## config.mk

```make
export PLATFORM = sky130hd
export DESIGN_NAME = fetch_sequencer_flat
export DESIGN_NICKNAME = d
export VERILOG_FILES = /design/src/rtl/fetch_sequencer_if.sv /design/src/rtl/fetch_sequencer.sv /design/src/flat_wrapper.sv
export SDC_FILE = /design/constraint.sdc
export NUM_CORES = 1
export LEC_CHECK = 0
export ABC_AREA = 1
export CORE_ASPECT_RATIO = 0.5
export CORE_MARGIN = 3
export CORE_UTILIZATION = 46
export DETAILED_ROUTE_END_ITERATION = 12
export PLACE_DENSITY = 0.95
export SYNTH_ARGS = -nofsm -noshare
export SYNTH_HDL_FRONTEND = slang
export SYNTH_SLANG_ARGS = --single-unit
```

## constraint.sdc

```tcl
create_clock -name clk -period 2.35 [get_ports clk]
set_input_delay 0.5875 -clock clk [delete_from_list [all_inputs] [get_ports clk]]
set_output_delay 0.5875 -clock clk [all_outputs]
set_load 0.1 [all_outputs]
```

## src/rtl/fetch_sequencer_if.sv

```systemverilog
// Instruction-memory fetch port.
//   imem_addr  sequencer -> memory  fetch address
//   imem_req   sequencer -> memory  fetch request
//   imem_ack   memory -> sequencer  imem_data valid this cycle
//   imem_data  memory -> sequencer  instruction byte
interface fetch_sequencer_if #(
    parameter int ADDR_W = 16
);
    logic [ADDR_W-1:0] imem_addr;
    logic              imem_req;
    logic              imem_ack;
    logic [7:0]        imem_data;

    modport master (output imem_addr, output imem_req, input imem_ack, input imem_data);
    modport slave  (input imem_addr, input imem_req, output imem_ack, output imem_data);
endinterface

```

## src/rtl/fetch_sequencer.sv

```systemverilog
// Instruction fetch and cycle sequencer for the control decoder.
// Fetches one byte per step over the imem port, holds it in inst, and
// steps the decoder through one (inst[7]=0) or two (inst[7]=1) execute
// phases. Owns pc and the carry flag.
//   clk, rst_n       clock / async active-low reset
//   imem             instruction-memory port (master side)
//   inst, cycle      instruction register and execute phase, to decoder
//   exec             decoder outputs live this clock
//   stall            hold the current execute phase
//   J, jump_target   jump request from control (EXEC1 only)
//   WC, carry_in     carry write from control / ALU
//   carry, pc        carry flag and program counter
module fetch_sequencer #(
    parameter int                ADDR_W   = 16,
    parameter logic [ADDR_W-1:0] RESET_PC = '0
) (
    input  logic                    clk,
    input  logic                    rst_n,
    fetch_sequencer_if.master       imem,
    output logic [7:0]              inst,
    output logic                    cycle,
    output logic                    exec,
    input  logic                    stall,
    input  logic                    J,
    input  logic [ADDR_W-1:0]       jump_target,
    input  logic                    WC,
    input  logic                    carry_in,
    output logic                    carry,
    output logic [ADDR_W-1:0]       pc
);

    typedef enum logic [1:0] {FETCH, EXEC0, EXEC1} state_t;

    state_t state, state_nxt;
    // Low for the first clock after reset so imem_req rises one clock
    // after release rather than combinationally with it.
    logic   started;
    logic   fetch_done;
    logic   jump_take;
    logic   carry_wr;

    // Outputs decode from registers only.
    assign imem.imem_addr = pc;
    assign imem.imem_req  = started && (state == FETCH);
    assign exec           = (state == EXEC0) || (state == EXEC1);
    assign cycle          = (state == EXEC1);

    // An ack only counts while a request is actually outstanding.
    assign fetch_done = imem.imem_req && imem.imem_ack;
    assign jump_take  = (state == EXEC1) && !stall && J;
    assign carry_wr   = exec && !stall && WC;

    always_ff @(posedge clk or negedge rst_n) begin
        if (!rst_n) state <= FETCH;
        else        state <= state_nxt;
    end

    always_comb begin
        state_nxt = state;
        case (state)
            FETCH:   if (fetch_done) state_nxt = EXEC0;
            EXEC0:   if (!stall)     state_nxt = inst[7] ? EXEC1 : FETCH;
            EXEC1:   if (!stall)     state_nxt = FETCH;
            default:                 state_nxt = FETCH;
        endcase
    end

    always_ff @(posedge clk or negedge rst_n) begin
        if (!rst_n) begin
            started <= 1'b0;
            inst    <= 8'h00;
            pc      <= RESET_PC;
            carry   <= 1'b0;
        end else begin
            started <= 1'b1;
            if (fetch_done) begin
                inst <= imem.imem_data;
                pc   <= pc + ADDR_W'(1);
            end
            // Jump cannot coincide with a fetch (different states), so it
            // simply replaces the increment made at fetch time.
            if (jump_take) pc    <= jump_target;
            if (carry_wr)  carry <= carry_in;
        end
    end

endmodule
```

## src/flat_wrapper.sv

```systemverilog
// flat-port wrapper written by rule: the top's interface ports become plain ports
module fetch_sequencer_flat 
#(
    parameter int                ADDR_W   = 16,
    parameter logic [ADDR_W-1:0] RESET_PC = '0
)
  (clk, rst_n, inst, cycle, exec, stall, J, jump_target, WC, carry_in, carry, pc, imem_imem_addr, imem_imem_req, imem_imem_ack, imem_imem_data);
  fetch_sequencer_if #(.ADDR_W(ADDR_W)) imem_i ();
  input  logic clk;
  input  logic rst_n;
  output logic [7:0] inst;
  output logic cycle;
  output logic exec;
  input  logic stall;
  input  logic J;
  input  logic [ADDR_W-1:0] jump_target;
  input  logic WC;
  input  logic carry_in;
  output logic carry;
  output logic [ADDR_W-1:0] pc;
  output wire logic [$bits(imem_i.imem_addr)-1:0] imem_imem_addr;
  output wire logic [$bits(imem_i.imem_req)-1:0] imem_imem_req;
  input wire logic [$bits(imem_i.imem_ack)-1:0] imem_imem_ack;
  input wire logic [$bits(imem_i.imem_data)-1:0] imem_imem_data;
  assign imem_imem_addr = imem_i.imem_addr;
  assign imem_imem_req = imem_i.imem_req;
  assign imem_i.imem_ack = imem_imem_ack;
  assign imem_i.imem_data = imem_imem_data;
  fetch_sequencer #(.ADDR_W(ADDR_W), .RESET_PC(RESET_PC)) u_core (.clk(clk), .rst_n(rst_n), .imem(imem_i), .inst(inst), .cycle(cycle), .exec(exec), .stall(stall), .J(J), .jump_target(jump_target), .WC(WC), .carry_in(carry_in), .carry(carry), .pc(pc));
endmodule
```

### After elaboration in Yosys (flattened, before gate mapping)

Cells that the tools add are included.
Widths: inputs -> output; s select.

| storage, ports and cells | value |
|---|---|
| register bits after elaboration | 28 |
| logic and storage cells | 29 |

| operators by class | value |
|---|---|
| add/sub/neg operators | 1 |
| equal/unequal tests | 5 |
| muxes and demuxes | 7 |
| reductions and logical operators | 11 |

Operators with widths:

| cell | count |
|---|---|
| $mux 16 | 2 |
| $add 16x1->16 const B | 1 |
| $mux 2 | 4 |
| $logic_and 1x1->1 | 6 |
| $pmux 2 s3 | 1 |
| $ne 2x2->1 const B | 2 |
| $reduce_and 3->1 | 1 |
| $eq 2x1->1 const B | 1 |
| $eq 2x2->1 const B | 1 |
| $logic_not 2->1 | 1 |
| $ne 2x1->1 const B | 1 |
| $reduce_bool 2->1 | 1 |
| $logic_not 1->1 | 1 |
| $logic_or 1x1->1 | 1 |

### Logic depth before layout (Yosys ltp)

| depth | value |
|---|---|
| depth after elaboration | 5 |
| depth in mapped cells | 11 |
| depth with buffers taken out | 10 |

### Least setup slack after synthesis

OpenSTA, ideal clock, no wires.

| timing path | value |
|---|---|
| path kind | register to register |
| start | register u_core.state[0] |
| end | register u_core.pc[0] (netlist: u_core.imem.imem_addr[0]) |
| arrival | 2.036 ns |
| required time | 2.222 ns |
| setup slack | 0.186 ns |
| cell stages (with the launch flop) | 9 |
| buffers on the path | 1 |
| cell sequence | dfrtp_1 -> inv_1 -> ha_1 -> nand3_4 -> inv_2 -> buf_2 -> o21ai_0 -> nand2_1 -> o21ai_0 |

| between the ends | value |
|---|---|
| cells in the longest elaborated chain, start to end | 4 |
| elaborated cells between the ends (all ways) | 8 |

Ends and longest elaborated chain:

| item | RTL line | text |
|---|---|---|
| start: declaration | fetch_sequencer.sv:34 | `state_t state, state_nxt;` |
| start signal: assignment | fetch_sequencer.sv:55 | `else state <= state_nxt;` |
| $eq 2x2->1 (*) | -- |  |
| named net cycle | flat_wrapper.sv:12 | `output logic cycle;` |
| $logic_and 1x1->1 (*) (2 in series) | fetch_sequencer.sv:50 | `assign jump_take = (state == EXEC1) && !stall && J;` |
| $mux 16 / $reduce_bool 2->1 (equally long branches) | -- |  |
| end signal: assignment | fetch_sequencer.sv:78 | `pc <= pc + ADDR_W'(1);` |
| end signal: assignment | fetch_sequencer.sv:82 | `if (jump_take) pc <= jump_target;` |
| end: declaration | fetch_sequencer.sv:29 | `output logic [ADDR_W-1:0] pc` |

The timed path passes the listed nets; every way through them passes the cells marked *.
A chain may end at the register's enable or synchronous reset.

### Final worst setup path

| timing path | value |
|---|---|
| start | register u_core.state[0] |
| end | output port imem_imem_req |

| between the ends | value |
|---|---|
| cells in the longest elaborated chain, start to end | 2 |

Ends and longest elaborated chain:

| item | RTL line | text |
|---|---|---|
| $logic_not 2->1 | fetch_sequencer.sv:44 | `assign imem.imem_req = started && (state == FETCH);` |
| $logic_and 1x1->1 | fetch_sequencer.sv:44 |  |
| end: declaration | flat_wrapper.sv:22 | `output wire logic [$bits(imem_i.imem_req)-1:0] imem_imem_req;` |

No other way between the ends.

==> flow_metrics.env <==
export IMPL_crit_path_end_kind="output port"
export IMPL_fp_row_count=15
export IMPL_fmax_mhz=498.0
export IMPL_setup_viol=0
export IMPL_nets=342
export IMPL_cts_sinks=28
export IMPL_fin_hold_ws_ns=0.4880
export IMPL_drive_gt1_share_pct=22.62
export IMPL_arrival_ns=1.42
export IMPL_port_buffers=74
export IMPL_finalHoldViolCount=0
export IMPL_clock_skew_ns=0.008691
export IMPL_die_area_um2=4794
export IMPL_yosys_register_bits=28
export IMPL_gp_congestion=0.8847
export IMPL_finalMaxSlewViolations=0
export IMPL_start_util_pct=50.52
export IMPL_cts_setup_buffers=0
export IMPL_worstPathRequired_ns=1.76
export IMPL_ctsHtreeMaxLevel=1
export IMPL_track_usage_pct=20.58
export IMPL_synth_cell_types=32
export IMPL_status="complete, no violations"
export IMPL_routed_wl_um=4806
export IMPL_core_area_um2=3603
export IMPL_dieWidth_um=94.97
export IMPL_vias=1831
export IMPL_syn_nets=282
export IMPL_post_place_ws_ns=0.3428
export IMPL_grt_max_degree=29
export IMPL_overflow=0
export IMPL_synthToLayoutAreaGrowth_pct=36.43
export IMPL_multi_input_area_um2=834.6
export IMPL_cts_root_buf="clkbuf_8"
export IMPL_period_needed_ns=2.008
export IMPL_worst_path_max_fanout=4
export IMPL_netlist_instances=246
export IMPL_grt_pass1_wl_um=7852
export IMPL_fillCellCount=298
export IMPL_die_h_um=50.49
export IMPL_layout_commonest_cell="nand2_1"
export IMPL_holdBufCountCts=0
export IMPL_cts_reportedPaths_clkPinSlew_ns=0.09
export IMPL_yosys_warnings=0
export IMPL_cts_made_buffers=3
export IMPL_seq_area_um2=700.7
export IMPL_placed_cells=352
export IMPL_finalSetupTns_ns=0
export IMPL_ys_seq_area_share_pct=38.49
export IMPL_r2r_setup_slack_ns=0.58
export IMPL_place_hpwl_um=3634
export IMPL_rsz0062_at_grt="no"
export IMPL_hp_class="reg -> reg"
export IMPL_cts_resized=0
export IMPL_crit_chain="inv_1, ha_1, nand2_2, inv_1, buf_12"
export IMPL_clk_latency_ns=0.29
export IMPL_tritoncts="built"
export IMPL_worstSetupPathType="reg -> out"
export IMPL_io_pins=75
export IMPL_crit_slowest_cell="dfrtp_1"
export IMPL_clk_path_buf_depth=2
export IMPL_cp_start_kind="register"
export IMPL_initialDrtViolationCount=153
export IMPL_syn_area_per_cell_um2=7.400
export IMPL_max_cap_violations=0
export IMPL_timing_final_ws_setup_ns=0.3420
export IMPL_final_cells=356
export IMPL_antennaDiodeCount=0
export IMPL_final_cell_mix="nand2_1 (72), buf_4 (44), clkdlybuf4s50_1 (30), dfrtp_1 (28), inv_1 (24)"
export IMPL_drc_errors=0
export IMPL_drtAntennaViolNets=0
export IMPL_antenna_found_initial=0
export IMPL_fin_crit_sh_pct=85.45
export IMPL_grt_pass1_vias=1749
export IMPL_firstDrtPassIters=5
export IMPL_vias_per_cell=5.143
export IMPL_post_drt_wl_per_cell_um=13.50
export IMPL_max_stage_delay_ns=0.40
export IMPL_netlist_area_um2=1820
export IMPL_crit_path_frequent_cell="inv_1"
==> flip-flops by register name, summed over array words and instances, names as in the netlist <==
name,flops
u_core.carry,1
u_core.started,1
u_core.imem.imem_addr,16
u_core.state,2
u_core.inst,8
==> synthesized netlist by cell type, drive strengths merged <==
library cell | count | share of area, %
dfrtp | 28 | 38
a21boi | 1 | 0.62
o211a | 1 | 0.55
nand2 | 75 | 16
mux2 | 1 | 0.62
o31ai | 1 | 0.41
clkinv | 2 | 0.41
nor2 | 24 | 6.1
buf | 22 | 8.9
o22ai | 4 | 2.1
a21oi | 4 | 1.1
inv | 30 | 6.3
nand3 | 21 | 6.5
conb | 1 | 0.21
xor2 | 1 | 0.48
nor3 | 2 | 0.55
ha | 5 | 3.4
o21ai | 18 | 4.9
o211ai | 1 | 0.69
a211oi | 1 | 0.41
nand4 | 3 | 1.0
==> cells by family after synthesis <==
group                      count (synthesis)  share of synthesized area (%)
xor gates and xnor gates                   1                         0.4812
and+or+nand+nor                          125                          30.31
DFF                                       28                          38.49
other                                      1                         0.2060
muxes                                      1                         0.6185
buffers and inverters                     54                          15.67
AOI/OAI and AO/OA                         31                          10.79
adders and majority gates                  5                          3.436
==> per-layer routing <==
layer	wire length [µm]	track usage, %	share of wire, %	up-vias
li1	-	-	-	877
met1	1871	25.12	39	852
met2	2487	37.92	52	95
met3	408	4.491	8.5	7
met4	38	3.349	0.79	0
met5	0	0	0	-
==> through the flow <==
stage | cell area, µm² | util, %
after detailed placement | 2412 | 66.94
final | 2484 | 68.92
after global placement | 2412 | 66.94
after CTS | 2484 | 68.92
after global routing | 2484 | 68.92
after floorplan | 1821 | -
==> layout make-up <==
cell class,instances,area share (%)
Inverter,32,4.937
Multi-Input combinational cell,164,33.60
Sequential cell,28,28.21
Timing Repair Buffer,77,27.81
Tap cell,51,2.569
Clock buffer,3,1.662
Clock inverter,1,1.209
==> path summary, 6_finish.rpt <==
check | startpoint | to | cells after the start
max in group asynchronous | rst_n | u_core.imem.imem_addr[11]$_DFFE_PN0P_ | 2
worst min-delay path | u_core.inst[6]$_DFFE_PN0P_ | u_core.inst[6]$_DFFE_PN0P_ | 2
worst min register to register | u_core.inst[6]$_DFFE_PN0P_ | u_core.inst[6]$_DFFE_PN0P_ | 2
min in group asynchronous | rst_n | u_core.imem.imem_addr[10]$_DFFE_PN0P_ | 2
worst max-delay path | u_core.state[0]$_DFFE_PN0P_ | imem_imem_req | 5
worst max register to register | u_core.state[0]$_DFFE_PN0P_ | u_core.imem.imem_addr[12]$_DFFE_PN0P_ | 8
==> critical path, delay by kind of cell (launching register included) <==
family,cells,cell delay (ns)
buffers and inverters,3,0.43
and+or+nand+nor,1,0.11
adders and majority gates,1,0.21
DFF,1,0.40
Power is not shown: default switching activity piles up to over one toggle a cycle in this logic, so the estimate is an artifact.
